$ cat config.mk
export PLATFORM = sky130hd
export DESIGN_NAME = bg_tile_scheduler
export DESIGN_NICKNAME = d
export VERILOG_FILES = /design/src/rtl/bg_tile_scheduler.sv
export SDC_FILE = /design/constraint.sdc
export NUM_CORES = 1
export LEC_CHECK = 0
export BUFFER_PORTS_ARGS = -buffer_cell sky130_fd_sc_hd__buf_2
export CORE_MARGIN = 1
export CORE_UTILIZATION = 40
export DETAILED_ROUTE_END_ITERATION = 8
export SLEW_MARGIN = 20
export SYNTH_ARGS = -nofsm -noshare
export SYNTH_HDL_FRONTEND = slang
export SYNTH_SLANG_ARGS = --single-unit
$ cat constraint.sdc
create_clock -name clk -period 9.8 [get_ports clk]
set_input_delay 0.98 -clock clk [delete_from_list [all_inputs] [get_ports clk]]
set_output_delay 0.98 -clock clk [all_outputs]
set_load 0.01 [all_outputs]
$ cat src/rtl/bg_tile_scheduler.sv
// bg_tile_scheduler: maps raster pixels onto the play-field grid, sequences the
// background sprite ROM (grid lookup -> ROM read -> aligned pixel, 4-cycle
// latency) and lends idle ROM slots to an auxiliary requester.
// Optional build macro BG_STATE_CHECK_EN: out-of-range tile states (> 12) are
// replaced by 0 (grass); display-path hits latch the sticky tile_err flag.
module bg_tile_scheduler #(
   parameter int         FIELD_X0   = 95,
   parameter int         FIELD_Y0   = 45,
   parameter int         GRID_W     = 15,
   parameter int         GRID_H     = 13,
   parameter logic [3:0] BORDER_IDX = 4'h0
) (
   input  logic       clk,
   input  logic       reset,
   input  logic       disp_valid,
   input  logic [9:0] disp_x,
   input  logic [9:0] disp_y,
   output logic [7:0] grid_addr,
   input  logic [3:0] grid_data,
   output logic [3:0] rom_state,
   output logic [9:0] rom_addr,
   input  logic [3:0] rom_data,
   output logic       pix_valid,
   output logic [3:0] pix_data,
   output logic       pix_in_field,
   input  logic       aux_req,
   input  logic [3:0] aux_state,
   input  logic [9:0] aux_addr,
   output logic       aux_gnt,
   output logic       aux_rvalid,
   output logic [3:0] aux_rdata,
   output logic       tile_err
);

   localparam int         TILE      = 30;
   localparam logic [9:0] X_LO      = 10'(FIELD_X0);
   localparam logic [9:0] X_HI      = 10'(FIELD_X0 + TILE * GRID_W);
   localparam logic [9:0] Y_LO      = 10'(FIELD_Y0);
   localparam logic [9:0] Y_HI      = 10'(FIELD_Y0 + TILE * GRID_H);
   localparam logic [4:0] TILE_LAST = 5'(TILE - 1);

   // Position trackers: cell (col,row) and offset inside the tile (ox,oy).
   logic [3:0] col, row, col_n, row_n;
   logic [4:0] ox, oy, ox_n, oy_n;

   // Pipeline stage state.
   logic       s1_valid, s1_in_field;
   logic [4:0] s1_ox, s1_oy;
   logic       s2_valid, s2_in_field;
   logic [9:0] disp_addr;
   logic       s3_valid, s3_in_field;
   logic       aux_pend;
   logic [3:0] last_state;
   logic [9:0] last_addr;

   logic       in_field, take, disp_own;
   logic [3:0] disp_state, aux_state_ok;

   assign in_field = (disp_x >= X_LO) && (disp_x < X_HI) &&
                     (disp_y >= Y_LO) && (disp_y < Y_HI);
   assign take     = disp_valid & in_field;

   // Counter-based raster tracking: the next cell/offset for the incoming pixel.
   always_comb begin
      // NOTE: every combinational output gets a default first so no latch is inferred.
      col_n = col;
      row_n = row;
      ox_n  = ox;
      oy_n  = oy;
      if (disp_x == X_LO) begin
         col_n = '0;
         ox_n  = '0;
         if (disp_y == Y_LO) begin
            row_n = '0;
            oy_n  = '0;
         end else if (oy == TILE_LAST) begin
            oy_n  = '0;
            row_n = row + 4'd1;
         end else begin
            oy_n  = oy + 5'd1;
         end
      end else if (ox == TILE_LAST) begin
         ox_n  = '0;
         col_n = col + 4'd1;
      end else begin
         ox_n  = ox + 5'd1;
      end
   end

   // S1: commit the trackers and register the grid address for in-field pixels.
   always_ff @(posedge clk) begin
      // NOTE: all state is flops updated with <=; every register is reset, no memories here.
      if (reset) begin
         col <= '0; row <= '0; ox <= '0; oy <= '0;
         s1_valid    <= 1'b0;
         s1_in_field <= 1'b0;
         s1_ox       <= '0;
         s1_oy       <= '0;
         grid_addr   <= '0;
      end else begin
         s1_valid    <= disp_valid;
         s1_in_field <= in_field;
         if (take) begin
            col       <= col_n;
            row       <= row_n;
            ox        <= ox_n;
            oy        <= oy_n;
            s1_ox     <= ox_n;
            s1_oy     <= oy_n;
            grid_addr <= 8'(row_n) * 8'(GRID_W) + 8'(col_n);
         end
      end
   end

   // S2: register the in-tile ROM address alongside the grid lookup.
   always_ff @(posedge clk) begin
      if (reset) begin
         s2_valid    <= 1'b0;
         s2_in_field <= 1'b0;
         disp_addr   <= '0;
      end else begin
         s2_valid    <= s1_valid;
         s2_in_field <= s1_in_field;
         if (s1_valid && s1_in_field)
            disp_addr <= 10'(s1_oy) * 10'(TILE) + 10'(s1_ox);
      end
   end

`ifdef BG_STATE_CHECK_EN
   localparam logic [3:0] MAX_STATE = 4'd12;
   assign disp_state   = (grid_data > MAX_STATE) ? 4'd0 : grid_data;
   assign aux_state_ok = (aux_state > MAX_STATE) ? 4'd0 : aux_state;

   // Sticky flag for illegal display-path tile states, cleared only by reset.
   always_ff @(posedge clk) begin
      if (reset)
         tile_err <= 1'b0;
      else if (disp_own && (grid_data > MAX_STATE))
         tile_err <= 1'b1;
   end
`else
   assign disp_state   = grid_data;
   assign aux_state_ok = aux_state;
   assign tile_err     = 1'b0;
`endif

   // Only an in-field display pixel in S2 claims the ROM; display always wins.
   assign disp_own = s2_valid & s2_in_field;
   assign aux_gnt  = aux_req & ~disp_own & ~reset;

   // ROM port mux: display, then granted aux, otherwise hold the last request.
   always_comb begin
      rom_state = last_state;
      rom_addr  = last_addr;
      if (disp_own) begin
         rom_state = disp_state;
         rom_addr  = disp_addr;
      end else if (aux_gnt) begin
         rom_state = aux_state_ok;
         rom_addr  = aux_addr;
      end
   end

   // Remember what the ROM port last carried so idle slots hold it.
   always_ff @(posedge clk) begin
      if (reset) begin
         last_state <= '0;
         last_addr  <= '0;
      end else begin
         last_state <= rom_state;
         last_addr  <= rom_addr;
      end
   end

   // S3/S4: track ROM latency, then register the aligned pixel and aux reply.
   always_ff @(posedge clk) begin
      if (reset) begin
         s3_valid     <= 1'b0;
         s3_in_field  <= 1'b0;
         aux_pend     <= 1'b0;
         pix_valid    <= 1'b0;
         pix_data     <= '0;
         pix_in_field <= 1'b0;
         aux_rvalid   <= 1'b0;
         aux_rdata    <= '0;
      end else begin
         s3_valid    <= s2_valid;
         s3_in_field <= s2_in_field;
         aux_pend    <= aux_gnt;
         pix_valid   <= s3_valid;
         aux_rvalid  <= aux_pend;
         if (s3_valid) begin
            pix_data     <= s3_in_field ? rom_data : BORDER_IDX;
            pix_in_field <= s3_in_field;
         end
         if (aux_pend)
            aux_rdata <= rom_data;
      end
   end

endmodule

* Word-level counts from Yosys, hierarchy flattened *
Cells that the tools add are included.

operators by class
  multiplexer cells = 15
  bitwise logic cells = 6
  reductions and logical operators = 5
  add/subtract/negate cells = 6
  multiply operators = 2
  order comparisons = 4
  equal/unequal tests = 4

operators by type and width
  operator                                                                               number
  4-bit two-way mux                                                                      8
  5-bit two-way mux                                                                      5
  10-bit two-way mux                                                                     2
  10-bit by 5-bit adder with 10-bit output                                               1
  5-bit by 1-bit adder with 5-bit output (second input constant)                         2
  10-bit by 6-bit equality test with 1-bit output (second input constant)                1
  10-bit by 7-bit equality test with 1-bit output (second input constant)                1
  5-bit equality test (second input constant)                                            2
  10-bit by 6-bit greater-or-equal comparator with 1-bit output (second input constant)  1
  10-bit by 7-bit greater-or-equal comparator with 1-bit output (second input constant)  1
  10-bit less-than comparator (second input constant)                                    1
  10-bit by 9-bit less-than comparator with 1-bit output (second input constant)         1
  5-bit by 4-bit multiplier with 9-bit output (second input constant)                    1
  4-bit by 1-bit adder with 4-bit output (second input constant)                         2
  8-bit by 4-bit adder with 8-bit output                                                 1
  4-bit by 4-bit multiplier with 8-bit output (second input constant)                    1
  1-bit bitwise AND                                                                      4
  1-bit logical AND                                                                      4
  1-bit NOT                                                                              2
  2-bit AND reduction                                                                    1

word-level totals
  bits in registers = 68
  output and inout bits = 35
  bits of input ports = 46
  word-level logic and storage cells = 62

* Logic depth before layout (Yosys ltp) *
Gate-level depths: netlist of run 1.

  word-level depth = 6
  mapped depth = 19
  depth with buffers taken out = 19

* Worst setup path after synthesis of run 1 *
OpenSTA, ideal clock, no wires.

  path kind = input-to-reg
  start = input port disp_x[5]
  end = register grid_addr[7]
  library setup time = 128 ps
  arrival time = 4588 ps
  stages = 19
  slack = 5084 ps
  required time = 9672 ps
  cell sequence = nor3b_1 -> and4_1 -> clkbuf_1 -> nand3_1 -> mux2_2 -> nor2_1 -> nor2_1 -> ha_1 -> fa_1 -> inv_1 -> fa_1 -> inv_1 -> ha_1 -> a21oi_1 -> o211ai_1 -> a21oi_1 -> xnor2_1 -> mux2i_1 -> nor2_1

between the ends
  word-level cells in the longest chain between the ends = 5

ends and longest elaborated chain
  item                                                                                                 RTL line  RTL
  start: declaration                                                                                   16        input logic [9:0] disp_x,
  parallel branches: the longest is 5 deep, another holds 4-bit by 4-bit multiplier with 8-bit output  -
  end signal: assignment                                                                               110       grid_addr <= 8'(row_n) * 8'(GRID_W) + 8'(col_n);
  end: declaration                                                                                     18        output logic [7:0] grid_addr,

Several ways; the timed one is not identified.
A chain may end at the register's enable or synchronous reset.

* Worst setup path after layout of run 1 *
  start = input port disp_x[5]
  end = register grid_addr[7]

RTL lines
  item                                             RTL line  RTL
  10-bit by 7-bit equality test with 1-bit output  70        if (disp_x == X_LO) begin
  4-bit two-way mux                                70
  via row_n[0]                                     43        logic [3:0] col, row, col_n, row_n;
  4-bit by 4-bit multiplier with 8-bit output      110
  8-bit by 4-bit adder with 8-bit output           110

The timed path passes the listed nets, and every way through them passes these cells.

==> reports/results.txt, run 1 <==
status: completed
Pwr Total: 561 µW
Synth area leaders: dfxtp_1, ha_1, fa_1, a21oi_1, nand2_1
critical path startpoint: disp_x[5]
hold-critical path depth: 2
Pwr Density: 115 nW/µm²
pre-CTS WS: 4.32 ns
worst r2r src: s1_oy[2]$_SDFFE_PP0P_
dominant cell type by area after synthesis: dfxtp_1
Hold Fails Final Rpt: 0
Crit Path Max Fanout: 17
Vias: 3588
RePlAce Congestion: 0.744
met3 GRT Util: 4.07%
first-pass GRT wire length: 14.4 mm
Die H: 105 µm
cts repair resizes: 0
Avg WL per Cell: 12.0 µm
Async S/R FF share, synth: 0%
r2r worst-path depth: 18
Reg clk slew, reported paths: 0.08 ns
Max Cap Viol: 0
Starting Density: 40.9%
Post-Syn Instances: 490
RSZ-0062 raised after global routing: no
Worst-Margin Slew: 1.03 ns
Clock Skew: 0.00671 ns
Worst R2R End: grid_addr[7]$_SDFFE_PP0P_
hold-critical path endpoint: disp_addr[5]$_SDFFE_PP0P_
Fmax: 197 MHz
H-tree depth: 3
num rows: 37
die area: 10900 µm²
Yosys warnings: 0
EDFF count, synth: 0
Critical Path Slowest Stage Cell: or3_1
Hold Startpoint: disp_addr[5]$_SDFFE_PP0P_
ratio of cells with drive above 1 in the final layout: 18.9%
CTS Hold Bufs: 0
worst path arrival time: 5.29 ns
Seq/Total Area, Yosys: 32.4%
Final WS setup: 4.73 ns
Post-synth top flop: dfxtp_1
GRT Util Overall: 15.9%
Layout area overhead: 16.4%
Crit. End Element: register
diode count: 0
internal power: 420 µW
antenna-violating nets left: 0
Leakage: 2.34 nW
Post-Syn Nets: 589
worst hold path class: register to register
vias per inst: 5.11
r2r setup slk: 5.36 ns
Worst-Skew Late Latency: 0.35 ns
Critical Path RT: 10.02 ns
largest net degree at the start of global routing: 69
Slew headroom: 31.3%
Slew Limit Fails: 0
Post-CTS Setup Bufs: 0
setup TNS: 0 ns
clock period minus worst slack: 5.07 ns
maximum root-to-sink buffer count: 2
Yosys reg bits: 68
Detailed Routing Iterations Pass 1: 4
met1 GRT Util: 21.4%
power share of the clock group: 41.5%
GR Layer Usage met2: 25.2%
final setup violation count: 0
IO Pins: 81
Logic pwr share: 7.8%
drt drc: 0
gr busiest metal: met2
die width: 105 µm
placed wire-length estimate: 6.12 mm
Synth top area share: 32.4%
core area: 10300 µm²
CTS tree: yes
CTS sink cnt: 68
antenna violations before repair: 0
synth unique cells: 50
grt ovf: 0
Reg power frac: 50.7%
maximum vdd ir drop: 60.3 µV
crit-path max cell delay: 0.52 ns
CP Cell Sequence: buf_2 > nor3b_1 > nand4_1 > or3_1 > a21oi_1 > nor2_1 > nor2_1 > ha_1 > fa_1 > inv_1 > fa_1 > inv_1 > ha_1 > a21oi_1 > o211ai_1 > a21oi_1 > xnor2_1 > mux2i_1 > nor2_1
clock root cell: clkbuf_8
initial DRC count: 203
vias in the first global route: 3247
switching pwr: 142 µW
clock buffer count from CTS: 9
Mean Syn Cell Area: 8.58 µm²
nets: 660
crit share post-route: 51.8%
PortBufs: 79
Routed WL: 8.43 mm
Sw Ratio: 25.2%
Mapped Area: 4200 µm²
Worst Setup Path Type: primary input to register
crit start category: primary input
Largest delay share family, worst path: adder cells
CP Buf/Inv Count: 3
==> cells by family after synthesis <==
family                   share of synthesized area, %
AND/OR/NAND/NOR                                  21.3
XOR/XNOR                                         4.17
adder cells (fa/ha/maj)                          18.3
flip-flops                                       32.4
other                                          0.0892
AO/OA/AOI/OAI                                    14.4
multiplexers                                     4.55
buffers and inverters                            4.76
==> synthesized netlist by cell type, types with 2 or more instances <==
cell type,number
o31ai_1,3
clkbuf_1,15
nor3b_1,2
nor2b_1,15
nand2_1,56
and4_1,3
nand4_1,4
nand3b_1,3
mux2i_1,18
or2_2,6
or4_1,8
dfxtp_1,68
nand2b_1,7
o21ai_0,16
and3_1,3
a211oi_1,8
xor2_1,11
buf_1,3
ha_1,39
a21o_1,2
nor3_1,3
nor4_1,2
inv_1,29
fa_1,14
xnor2_1,9
o211ai_1,4
or3_1,5
a21oi_1,49
nand3_1,12
o311ai_0,2
a22oi_1,13
nor2_1,40
==> power groups by stage <==
stage / combinational [mW] / sequential, mW / clock (mW)
after global placement: 0.0432 / 0.291 / 0
after detailed placement: 0.0442 / 0.291 / 0
final: 0.0441 / 0.284 / 0.233
after CTS: 0.0444 / 0.285 / 0.240
after floorplan: 0.0252 / 0.290 / 0
after global routing: 0.0495 / 0.285 / 0.253
==> through the flow <==
stage | util [%] | hold slack, ns | instance area [µm²] | instances
after floorplan | - | 0.429 | 4200 | 490
after global placement | 45.7 | 0.444 | 4690 | 686
after detailed placement | 45.7 | 0.450 | 4690 | 686
after CTS | 47.6 | 0.461 | 4890 | 702
after global routing | 47.6 | 0.474 | 4890 | 702
final | 47.6 | 0.457 | 4890 | 702
==> sequential cells by signal, summed over array words and instances (netlist names), 4 cells and up <==
signal / cells
col: 4
pix_data: 4
grid_addr: 8
s1_ox: 5
last_addr: 10
s1_oy: 5
disp_addr: 10
row: 4
last_state: 4
aux_rdata: 4
==> layout by cell type (no fill, tap or decap), types with 8 or more instances in the layout <==
cell	n
buf_2	79
dfxtp_1	68
nand2_1	56
a21oi_1	49
nor2_1	40
ha_1	39
inv_1	29
mux2i_1	18
o21ai_0	16
nor2b_1	15
fa_1	14
a22oi_1	13
nand3_1	12
xor2_1	11
xnor2_1	9
clkbuf_8	9
or4_1	8
a211oi_1	8
==> how the worst max path moves through the flow <==
stage / to / slack [ns] / cells past startpoint
final: grid_addr[7]$_SDFFE_PP0P_ / 4.73 / 19
after global routing: grid_addr[7]$_SDFFE_PP0P_ / 4.33 / 19
after detailed placement: grid_addr[7]$_SDFFE_PP0P_ / 4.32 / 19
after CTS: grid_addr[7]$_SDFFE_PP0P_ / 4.69 / 19
after global placement: grid_addr[7]$_SDFFE_PP0P_ / 4.51 / 19
after floorplan: grid_addr[7]$_SDFFE_PP0P_ / 5.08 / 19
==> worst register-to-register path: stages, from the launching register on <==
cell	delay (ns)
dfxtp_1	0.54
ha_1	0.29
nand3_1	0.19
or3_1	0.36
a21oi_1	0.26
nor2_1	0.08
nor2_1	0.15
ha_1	0.28
fa_1	0.50
inv_1	0.05
fa_1	0.47
inv_1	0.04
ha_1	0.34
a21oi_1	0.20
o211ai_1	0.13
a21oi_1	0.20
xnor2_1	0.08
mux2i_1	0.12
nor2_1	0.05
==> area by class of cell <==
cell class | instances | area (µm²)
Tap cell | 136 | 170
Timing Repair Buffer | 81 | 410
Inverter | 29 | 109
Multi-Input combinational cell | 372 | 2640
Clock buffer | 9 | 124
Fill cell | 1006 | 5390
Sequential cell | 68 | 1360
Clock inverter | 7 | 75.1
==> layer usage <==
| layer | vias to the layer above | wire [µm] | share of wire, % |
|---|---|---|---|
| met5 | - | 0 | 0 |
| met4 | 0 | 89 | 1.1 |
| met3 | 8 | 441 | 5.2 |
| met2 | 104 | 3770 | 45 |
| met1 | 1629 | 4130 | 49 |
| li1 | 1847 | - | - |
(Power assumes the default switching activity.)
==> run 2: changes to the inputs <==
==> constraint.sdc (replaced) <==
create_clock -name clk -period 4.1 [get_ports clk]
set_input_delay 0.41 -clock clk [delete_from_list [all_inputs] [get_ports clk]]
set_output_delay 0.41 -clock clk [all_outputs]
set_load 0.01 [all_outputs]
==> run 2 against run 1 <==
Effect of this change:
- hold slack got worse by 0.14 ns
- first-iteration DRC count fell by 51%
- die area did not move
- clock skew rose by 0.0025 ns
- core utilization rose by 2.0 points
- global-route usage rose by 0.94 points
- setup slack got worse by 4.4 ns
- final cell count rose by 3.1%
- count of clock-buffer cells in the layout rose by 1
- largest cell class unchanged
- largest power group unchanged
- highest routed layer unchanged
==> reports/results.txt, run 2 (synthesized netlist as in run 1, its figures left out) <==
cts repair resizes: 0
pre-CTS WS: -0.118 ns
clock buffer count from CTS: 9
vias in the first global route: 3518
largest net degree at the start of global routing: 68
Crit Path Max Fanout: 5
die width: 105 µm
Reg clk slew, reported paths: 0.08 ns
final setup violation count: 0
Worst Setup Path Type: register to register
commonest cells after routing, fill and taps aside: buf_2, dfxtp_1, nand2_1, a21oi_1
status: completed
Detailed Routing Iterations Pass 1: 4
ratio of cells with drive above 1 in the final layout: 23.3%
Leakage: 2.45 nW
Worst-Margin Slew: 1.03 ns
Die H: 105 µm
CP Buf/Inv Count: 2
placed wire-length estimate: 6.32 mm
CTS Hold Bufs: 0
antenna violations before repair: 0
Critical Path RT: 4.31 ns
PortBufs: 79
hold-critical path depth: 3
worst path arrival time: 4.03 ns
Critical Path Slowest Stage Cell: fa_1
RePlAce Congestion: 0.789
Worst-Skew Late Latency: 0.35 ns
Fmax: 262 MHz
Vias: 3652
core area: 10300 µm²
grt ovf: 0
Clock Skew: 0.00925 ns
Largest regs: disp_addr: 10 flops, last_addr: 10 flops, grid_addr: 8 flops
Largest delay share family, worst path: adder cells
clock period minus worst slack: 3.82 ns
CP Cell Sequence: ha_2 > nand3_2 > or3_1 > a21oi_2 > nor2_1 > nor2_2 > ha_1 > fa_1 > inv_1 > fa_1 > inv_1 > ha_1 > a21oi_2 > o211ai_1 > a21oi_1 > xnor2_1 > mux2i_1 > nor2_1
IO Pins: 81
crit share post-route: 93.1%
Post-DP Area: 4860 µm²
Max Cap Viol: 0
critical path startpoint: s1_oy[3]$_SDFFE_PP0P_
initial DRC count: 99
Final WS setup: 0.281 ns
H-tree depth: 3
crit start category: register
Pwr Density: 269 nW/µm²
maximum vdd ir drop: 155 µV
r2r setup slk: 0.28 ns
CTS sink cnt: 68
maximum root-to-sink buffer count: 2
commonest non-fill, non-tap cell in the layout: buf_2
crit-path max cell delay: 0.48 ns
Slew headroom: 31.1%
worst hold path class: primary input to register
Worst R2R End: grid_addr[7]$_SDFFE_PP0P_
antenna-violating nets left: 0
die area: 10900 µm²
clock root cell: clkbuf_8
RSZ-0062 raised after global routing: no
Crit. End Element: register
fin util: 49.6%
drt drc: 0
Routed WL: 8.54 mm
Hold Fails Final Rpt: 0
final instance area: 5100 µm²
num rows: 37
Hold Startpoint: rom_data[3]
GRT Util Overall: 16.9%
worst r2r src: s1_oy[3]$_SDFFE_PP0P_
Post-CTS Setup Bufs: 0
Slew Limit Fails: 0
Avg WL per Cell: 11.8 µm
nets: 682
Starting Density: 40.9%
Layout area overhead: 21.3%
r2r worst-path depth: 18
first-pass GRT wire length: 15.2 mm
diode count: 0
hold-critical path endpoint: aux_rdata[3]$_SDFFE_PP0P_
vias per inst: 5.04
CTS tree: yes
==> run 2: changes by cell type in the layout (fill, tap and decap cells not counted), sizes merged <==
cell	delta
buf	+22
clkbuf	+1
clkinv	-2
inv	+1
==> run 2: worst max-delay path by stage <==
| stage | slack (ns) | cells after the start | endpoint |
|---|---|---|---|
| after floorplan | 0.05 | 19 | grid_addr[7]$_SDFFE_PP0P_ |
| after global placement | -0.04 | 19 | grid_addr[7]$_SDFFE_PP0P_ |
| after detailed placement | -0.12 | 19 | grid_addr[7]$_SDFFE_PP0P_ |
| after CTS | 0.07 | 18 | grid_addr[7]$_SDFFE_PP0P_ |
| after global routing | 0.02 | 18 | grid_addr[7]$_SDFFE_PP0P_ |
| final | 0.28 | 18 | grid_addr[7]$_SDFFE_PP0P_ |
==> run 2: per-stage QoR <==
step	hold slack, ns	std cells	TNS [ns]	power (mW)
CTS	0.301	724	0	1.39
global route	0.307	724	0	1.44
floorplan	0.429	490	0	0.754
detailed placement	0.446	708	-0.220	0.804
finish	0.317	724	0	1.37
global placement	0.444	708	-0.0370	0.801
==> run 2: cell type report <==
type	instances	area (µm²)
sequential	68	1360
inverter	29	109
fill	1020	5180
clock buffer	10	138
timing repair buffer	103	576
multi-input combinational	372	2670
clock inverter	6	70.1
tap	136	170
==> run 2: report_power, final <==
part	internal, mW	switching, mW
Clock	0.304	0.277
Sequential	0.673	0.00684
Combinational	0.0474	0.0607
Total	1.02	0.345
==> run 2: routing by layer <==
metal	vias up	global-route usage [%]	share of wire (%)
li1	1896	-	-
met1	1669	21.1	49
met2	77	28.7	45
met3	10	3.51	4.5
met4	0	5.82	1.3
met5	-	0	0
==> run 2: tightest hold or removal path, stage by stage <==
cell and delay [ns]:
buf_2 0.09, mux2i_1 0.06, nor2_1 0.07
